<file path="src/rtl/sqwave_pkg.sv">
`default_nettype none
// +------------------------------------------------------------------+
// | Module   : sqwave_pkg                                            |
// | Purpose  : Shared types and constants for the square-wave step   |
// |            sequencer: FSM state encoding, step-entry field       |
// |            layout and the default clock-to-unit ratio.           |
// | Ports    : none (package)                                        |
// | Revision : 1.0  initial release                                  |
// +------------------------------------------------------------------+
package sqwave_pkg;

  typedef enum logic [2:0] {
    ST_IDLE = 3'd0,
    ST_LOAD = 3'd1,
    ST_HIGH = 3'd2,
    ST_LOW  = 3'd3,
    ST_NEXT = 3'd4
  } state_e;

  // Step entry layout: {rep[15:8], m[7:4], n[3:0]}
  localparam int ENTRY_W = 16;
  localparam int REP_MSB = 15;
  localparam int REP_LSB = 8;
  localparam int M_MSB   = 7;
  localparam int M_LSB   = 4;
  localparam int N_MSB   = 3;
  localparam int N_LSB   = 0;

  // 50 MHz clock, 100 ns unit
  localparam int TICKS_PER_UNIT_DEF = 5;

endpackage
`default_nettype wire

</file>
<file path="src/rtl/sqwave_period.sv">
`default_nettype none
// +------------------------------------------------------------------+
// | Module   : sqwave_period                                         |
// | Purpose  : Times one square-wave period: m units high followed   |
// |            by n units low (either phase may be zero length).     |
// |            Restarts itself immediately after each period, so     |
// |            back-to-back repetitions have no gap.                 |
// | Ports    : clk, rst_n     clock / async active-low reset         |
// |            load           start a fresh period (uses m,n now)    |
// |            m, n           high / low length in units             |
// |            phase_hi       phase the generator is in NEXT cycle   |
// |            period_done    last cycle of the current period       |
// | Revision : 1.0  initial release                                  |
// +------------------------------------------------------------------+
module sqwave_period
  import sqwave_pkg::*;
#(
  parameter int TICKS_PER_UNIT = TICKS_PER_UNIT_DEF
) (
  input  logic       clk,
  input  logic       rst_n,
  input  logic       load,
  input  logic [3:0] m,
  input  logic [3:0] n,
  output logic       phase_hi,
  output logic       period_done
);

  localparam int TW = (TICKS_PER_UNIT > 1) ? $clog2(TICKS_PER_UNIT) : 1;
  localparam logic [TW-1:0] TICK_LAST = TW'(TICKS_PER_UNIT - 1);

  logic          hi_q, hi_d;
  logic [TW-1:0] tick_q, tick_d;
  logic [3:0]    unit_q, unit_d;
  logic [3:0]    cur_units;
  logic          tick_last;
  logic          phase_end;

  always_comb begin
    cur_units   = hi_q ? m : n;
    tick_last   = (tick_q == TICK_LAST);
    phase_end   = tick_last && (unit_q == cur_units - 4'd1);
    hi_d        = hi_q;
    tick_d      = tick_last ? '0 : tick_q + 1'b1;
    unit_d      = tick_last ? unit_q + 4'd1 : unit_q;
    period_done = 1'b0;
    if (phase_end) begin
      tick_d = '0;
      unit_d = '0;
      if (hi_q && (n != 4'd0)) begin
        hi_d = 1'b0;
      end else begin
        // Period complete: wrap straight into the next repetition.
        period_done = 1'b1;
        hi_d        = (m != 4'd0);
      end
    end
    if (load) begin
      tick_d = '0;
      unit_d = '0;
      hi_d   = (m != 4'd0);
    end
  end

  always_ff @(posedge clk or negedge rst_n) begin
    if (!rst_n) begin
      hi_q   <= 1'b0;
      tick_q <= '0;
      unit_q <= '0;
    end else begin
      hi_q   <= hi_d;
      tick_q <= tick_d;
      unit_q <= unit_d;
    end
  end

  // The sequencer registers this into its own state so its HIGH/LOW
  // state lines up exactly with the generator's phase.
  assign phase_hi = hi_d;

endmodule
`default_nettype wire

</file>
<file path="src/rtl/sqwave_sequencer.sv">
`default_nettype none
// +------------------------------------------------------------------+
// | Module   : sqwave_sequencer                                      |
// | Purpose  : Plays a programmed table of square-wave steps         |
// |            {rep, m, n}: rep periods of m units high then n units |
// |            low. One-shot or looping playback, abort, done pulse. |
// | Ports    : clk, rst_n     clock / async active-low reset         |
// |            wr_en/addr/data table write (honoured only when idle) |
// |            len, loop      step count / wrap mode, sampled at start|
// |            start, stop    start pulse / abort pulse              |
// |            out            registered square-wave output          |
// |            busy, step_idx playback active / current step         |
// |            done           1-cycle pulse at end of one-shot run   |
// | Revision : 1.0  initial release                                  |
// +------------------------------------------------------------------+
module sqwave_sequencer
  import sqwave_pkg::*;
#(
  parameter int DEPTH          = 8,
  parameter int TICKS_PER_UNIT = TICKS_PER_UNIT_DEF
) (
  input  logic                       clk,
  input  logic                       rst_n,
  input  logic                       wr_en,
  input  logic [$clog2(DEPTH)-1:0]   wr_addr,
  input  logic [15:0]                wr_data,
  input  logic [$clog2(DEPTH):0]     len,
  input  logic                       loop,
  input  logic                       start,
  input  logic                       stop,
  output logic                       out,
  output logic                       busy,
  output logic [$clog2(DEPTH)-1:0]   step_idx,
  output logic                       done
);

  localparam int AW = $clog2(DEPTH);

  // Step table has no reset: contents survive rst_n.
  logic [ENTRY_W-1:0] tbl_q [DEPTH];

  state_e          state_q, state_d;
  logic [AW-1:0]   step_idx_q, step_idx_d;
  logic [AW:0]     len_q, len_d;
  logic            loop_q, loop_d;
  logic [7:0]      rep_cnt_q, rep_cnt_d;
  logic [3:0]      m_q, m_d, n_q, n_d;
  logic            out_q, out_d;
  logic            busy_q, busy_d;
  logic            done_q, done_d;

  logic [ENTRY_W-1:0] entry;
  logic [7:0]         e_rep;
  logic [3:0]         e_m, e_n;
  logic               per_load, per_hi, per_done;
  logic [3:0]         per_m, per_n;

  assign entry = tbl_q[step_idx_q];
  assign e_rep = entry[REP_MSB:REP_LSB];
  assign e_m   = entry[M_MSB:M_LSB];
  assign e_n   = entry[N_MSB:N_LSB];

  // During LOAD the generator must see the entry being latched.
  assign per_m = (state_q == ST_LOAD) ? e_m : m_q;
  assign per_n = (state_q == ST_LOAD) ? e_n : n_q;

  sqwave_period #(
    .TICKS_PER_UNIT (TICKS_PER_UNIT)
  ) u_period (
    .clk         (clk),
    .rst_n       (rst_n),
    .load        (per_load),
    .m           (per_m),
    .n           (per_n),
    .phase_hi    (per_hi),
    .period_done (per_done)
  );

  always_ff @(posedge clk) begin
    if (wr_en && (state_q == ST_IDLE)) begin
      tbl_q[wr_addr] <= wr_data;
    end
  end

  always_comb begin
    state_d    = state_q;
    step_idx_d = step_idx_q;
    len_d      = len_q;
    loop_d     = loop_q;
    rep_cnt_d  = rep_cnt_q;
    m_d        = m_q;
    n_d        = n_q;
    done_d     = 1'b0;
    per_load   = 1'b0;

    case (state_q)
      ST_IDLE: begin
        if (start && !stop) begin
          if (len != '0) begin
            state_d    = ST_LOAD;
            step_idx_d = '0;
            len_d      = len;
            loop_d     = loop;
          end else begin
            done_d = 1'b1;
          end
        end
      end
      ST_LOAD: begin
        rep_cnt_d = e_rep;
        m_d       = e_m;
        n_d       = e_n;
        if ((e_rep == 8'd0) || ((e_m == 4'd0) && (e_n == 4'd0))) begin
          state_d = ST_NEXT;
        end else begin
          per_load = 1'b1;
          state_d  = (e_m != 4'd0) ? ST_HIGH : ST_LOW;
        end
      end
      ST_HIGH, ST_LOW: begin
        if (per_done && (rep_cnt_q == 8'd1)) begin
          state_d = ST_NEXT;
        end else begin
          if (per_done) begin
            rep_cnt_d = rep_cnt_q - 8'd1;
          end
          state_d = per_hi ? ST_HIGH : ST_LOW;
        end
      end
      ST_NEXT: begin
        if ({1'b0, step_idx_q} == len_q - 1'b1) begin
          if (loop_q) begin
            step_idx_d = '0;
            state_d    = ST_LOAD;
          end else begin
            state_d = ST_IDLE;
            done_d  = 1'b1;
          end
        end else begin
          step_idx_d = step_idx_q + 1'b1;
          state_d    = ST_LOAD;
        end
      end
      default: state_d = ST_IDLE;
    endcase

    // Abort overrides everything and never produces done.
    if (stop && (state_q != ST_IDLE)) begin
      state_d = ST_IDLE;
      done_d  = 1'b0;
    end

    out_d  = (state_d == ST_HIGH);
    busy_d = (state_d != ST_IDLE);
  end

  always_ff @(posedge clk or negedge rst_n) begin
    if (!rst_n) begin
      state_q    <= ST_IDLE;
      step_idx_q <= '0;
      len_q      <= '0;
      loop_q     <= 1'b0;
      rep_cnt_q  <= '0;
      m_q        <= '0;
      n_q        <= '0;
      out_q      <= 1'b0;
      busy_q     <= 1'b0;
      done_q     <= 1'b0;
    end else begin
      state_q    <= state_d;
      step_idx_q <= step_idx_d;
      len_q      <= len_d;
      loop_q     <= loop_d;
      rep_cnt_q  <= rep_cnt_d;
      m_q        <= m_d;
      n_q        <= n_d;
      out_q      <= out_d;
      busy_q     <= busy_d;
      done_q     <= done_d;
    end
  end

  assign out      = out_q;
  assign busy     = busy_q;
  assign step_idx = step_idx_q;
  assign done     = done_q;

endmodule
`default_nettype wire
</file>
<file path="config.mk">
export PLATFORM = sky130hd
export DESIGN_NAME = sqwave_sequencer
export DESIGN_NICKNAME = d
export VERILOG_FILES = /design/src/rtl/sqwave_pkg.sv /design/src/rtl/sqwave_period.sv /design/src/rtl/sqwave_sequencer.sv
export SDC_FILE = /design/constraint.sdc
export NUM_CORES = 1
export LEC_CHECK = 0
export BUFFER_PORTS_ARGS = -buffer_cell sky130_fd_sc_hd__buf_2
export CAP_MARGIN = 20
export CORE_AREA = 10 10 165 167
export CTS_CLUSTER_SIZE = 16
export DETAILED_ROUTE_END_ITERATION = 12
export DIE_AREA = 0 0 175 177
export GPL_TIMING_DRIVEN = 0
export RECOVER_POWER = 50
export REMOVE_ABC_BUFFERS = 1
export SLEW_MARGIN = 40
export SYNTH_ARGS = -nofsm -noshare
export SYNTH_HDL_FRONTEND = slang
export SYNTH_HIERARCHICAL = 1
export SYNTH_SLANG_ARGS = --single-unit
</file>
<file path="constraint.sdc">
create_clock -name clk -period 8.55 [get_ports clk]
set_input_delay 0.855 -clock clk [delete_from_list [all_inputs] [get_ports clk]]
set_output_delay 0.855 -clock clk [all_outputs]
set_load 0.1 [all_outputs]
</file>
==> impl_metrics.yaml <==
yosys:
  avgSynthCellArea_um2: 16.85
  yosysMostFrequentCell: "edfxtp_1"
  yosysWarnings: 6
  yosys-top-cells-count: "edfxtp_1, dfrtp_1, nor2_1"
  yosysTopAreaCell: "edfxtp_1"
  synth_edf_count: 128
  synth_top_cells_by_area: "edfxtp_1, dfrtp_1, mux4_2, mux4_1, mux2i_1"
  seq_area_frac_synth_pct: 67.57
  synthDistinctLibCells: 57
  ys_seq_elements: 166
  yosys_most_used_dff: "edfxtp_1"
  synth_top_area_share_pct: 54.17
  netlist_instances: 421
  synthesis.area_um2: 7096
  async_flop_share_pct: 22.89
global_routing:
  grt_pass1_wl_mm: 22.65
  antenna_found_initial: 1
  overflow: 0
  grt_max_degree: 39
  gr-usage-all-layers_pct: 9.589
  grt_pass1_vias: 4040
detailed_routing:
  wire_per_inst_um: 17.79
  dr.pass1.iters: 4
  vias: 3821
  wl_met3_um: 581
  viasPerCell: 4.729
  drt-met1-wl_mm: 6.046
  wirelength_mm: 14.37
  met2_length_mm: 7.476
  drc: 0
  drt_iter0_drc: 200
  ant_nets: 0
  highest_layer: "met4"
clock_network:
  clock_sinks: 166
  ctsResizeCount: 0
  ctsHtreeMaxLevel: 4
  cts.hold.buffers_added: 0
  clkTransAtPathRegs_ns: 0.06
  cts_buffers: 17
  cts_tree: "yes"
  cts_setup_buffers: 0
  clk_latency_ns: 0.42
  cts_root_buffer: "clkbuf_16"
  clockBufferDepth: 2
sta:
  setup_viol: 0
  max_slew.worst_pin.slew_ns: 2.076
  rsz0062_at_grt: "false"
  skew_ns: 0.01022
  finalHoldViolCount: 0
  fin_tns_setup_ns: 0
  worst_slew_margin_rel_pct: -38.39
  fmax_ghz: 0.1891
  fin_crit_ns: 5.289
  finalWorstSetupSlack_ns: 3.261
  slew_violations: 59
  final.period_utilization_pct: 61.85
critical_path:
  worst_ep_arrival_time_ns: 5.59
  slowest_stage: "nor3b_1"
  cp_common_cell: "a21oi_1"
  max_stage_delay_ns: 1.60
  critPathRequiredTime_ns: 8.85
  path_delay_family: "simple AND/OR/NAND/NOR gates"
  setup.worst_path.end_class: "flip-flop"
  path_cells: "nor3b_1, a21oi_1, mux2i_4, ha_1, xor2_1, xnor2_1, nor3_2, o31ai_4, a21oi_1, nor4bb_1, and2_1, a21o_1, mux2_2"
  start_kind: "flip-flop"
  path_max_fanout: 19
  critPathBufInv: 0
  path_class: "flip-flop to flip-flop"
power_and_ir_drop:
  pwr-share-comb_pct: 20.8
  power_switching_uw: 667.4
  vdd_drop_max_v: 0.0001247
  pwr-share-clk_pct: 32.4
  p_per_area_nw_per_um2: 267.2
  leakage_uw: 0.002778
  p_seq_share_pct: 46.8
  power.share.switching_pct: 30.11
  cell_internal_pwr_uw: 1549
layout:
  areaGrowthSynthToFinish_pct: 16.89
  nets: 507
  fillCellCount: 2318
  drive_above_1_share_pct: 21.53
floorplanning:
  io-pin-count: 35
  dieArea_um2: 30980
  rows: 57
  die_w_um: 175
  die_y_um: 177
  start_util_pct: 29.61
  coreArea_um2: 23960
placement:
  io_buffers: 34
  dp_slack_ns: 3.903
  place_congestion: 0.7595
  hpwlAfterDp_mm: 9.756
min_path:
  hold_class: "flip-flop to flip-flop"
run:
  cap_violations: 2
outcome:
  violations: "capacitance limit, slew limit"
  status: "complete, but fails checks"
## final cells by class
cell class / count / area, µm² / share of cell area (%)
diodes: 1 / 2.502 / 0.03017
clock buffers: 19 / 432.9 / 5.219
multi-input cells: 228 / 2161 / 26.05
clock inverters: 13 / 122.6 / 1.478
inverters: 10 / 37.54 / 0.4526
repair buffers: 47 / 329.1 / 3.967
flip-flops and latches: 166 / 4803 / 57.91
well taps: 324 / 405.4 / 4.888
## stage by stage
step | std cells | area, µm² | power, µW | hold slack (ns) | util (%)
2_1_floorplan | 404 | 6943 | 1381 | 0.4422 | -
3_3_place_gp | 762 | 7518 | 1472 | 0.4559 | 31.38
5_1_grt | 807 | 8292 | 2337 | 0.5173 | 34.60
6_report | 808 | 8294 | 2216 | 0.5086 | 34.61
3_5_place_dp | 775 | 7769 | 1515 | 0.4948 | 32.42
4_1_cts | 807 | 8324 | 2238 | 0.5063 | 34.74
## layer usage
| metal | vias up | global-route usage, % |
|---|---|---|
| li1 | 1757 | - |
| met1 | 1951 | 11.09 |
| met2 | 93 | 16.56 |
| met3 | 20 | 2.390 |
| met4 | 0 | 4.239 |
| met5 | - | 0 |
## final timing paths
path	start	to	slack, ns	cells after the start
setup / recovery	state_q[2]	rep_cnt_q[1]	3.26	13
hold / removal	u_period/tick_q[0]	u_period/tick_q[0]	0.51	1
setup reg to reg	state_q[2]	rep_cnt_q[1]	3.26	13
hold reg to reg	u_period/tick_q[0]	u_period/tick_q[0]	0.51	1
max in group asynchronous	rst_n	step_idx[0]	6.05	1
min in group asynchronous	rst_n	len_q[2]	1.03	1
## power by group through the flow
stage | clock, µW | sequential (µW) | combinational (µW)
floorplan | 0 | 1070 | 312
global placement | 0 | 1050 | 422
detailed placement | 0 | 1050 | 461
CTS | 734 | 1040 | 465
finish | 718 | 1040 | 461
global route | 772 | 1050 | 516
## flip-flops by register name, summed over array words and instances, names as in the netlist, 3 cells and up
register         cells
len_q                4
m_q                  4
n_q                  4
rep_cnt_q            8
state_q              3
step_idx             3
tbl_q              128
u_period/tick_q      3
u_period/unit_q      4
## cells by family (layout without fill, tap and decap cells)
group / after synthesis / after routing / synth area share [%]
multiplexers: 56 / 56 / 14.49
AND/OR/NAND/NOR: 99 / 99 / 7.353
AO/OA/AOI/OAI: 56 / 56 / 5.361
adder cells (fa/ha/maj): 9 / 9 / 1.552
flip-flops: 166 / 166 / 67.57
buffers and inverters: 27 / 89 / 2.680
other: 0 / 1 / 0
XOR/XNOR: 8 / 8 / 0.9875
## worst reg2reg max path, stage by stage, from the launching register on
cell and delay (ns):
dfrtp_1 0.47, nor3b_1 1.60, a21oi_1 0.42, mux2i_4 0.32
ha_1 0.19, xor2_1 0.17, xnor2_1 0.11, nor3_2 0.22
o31ai_4 0.15, a21oi_1 0.21, nor4bb_1 0.28, and2_1 0.23
a21o_1 0.42, mux2_2 0.39
## layout by cell type, fill, tap and decap left out, types with 10 or more instances in the layout
cell type	n
nand2_1	13
a21oi_1	20
mux2i_1	18
dfrtp_1	35
mux4_2	19
clkbuf_1	19
mux4_1	13
nor2_1	30
inv_1	10
edfxtp_1	128
buf_2	17
clkbuf_16	17
Power figures use the tool's default switching activity.
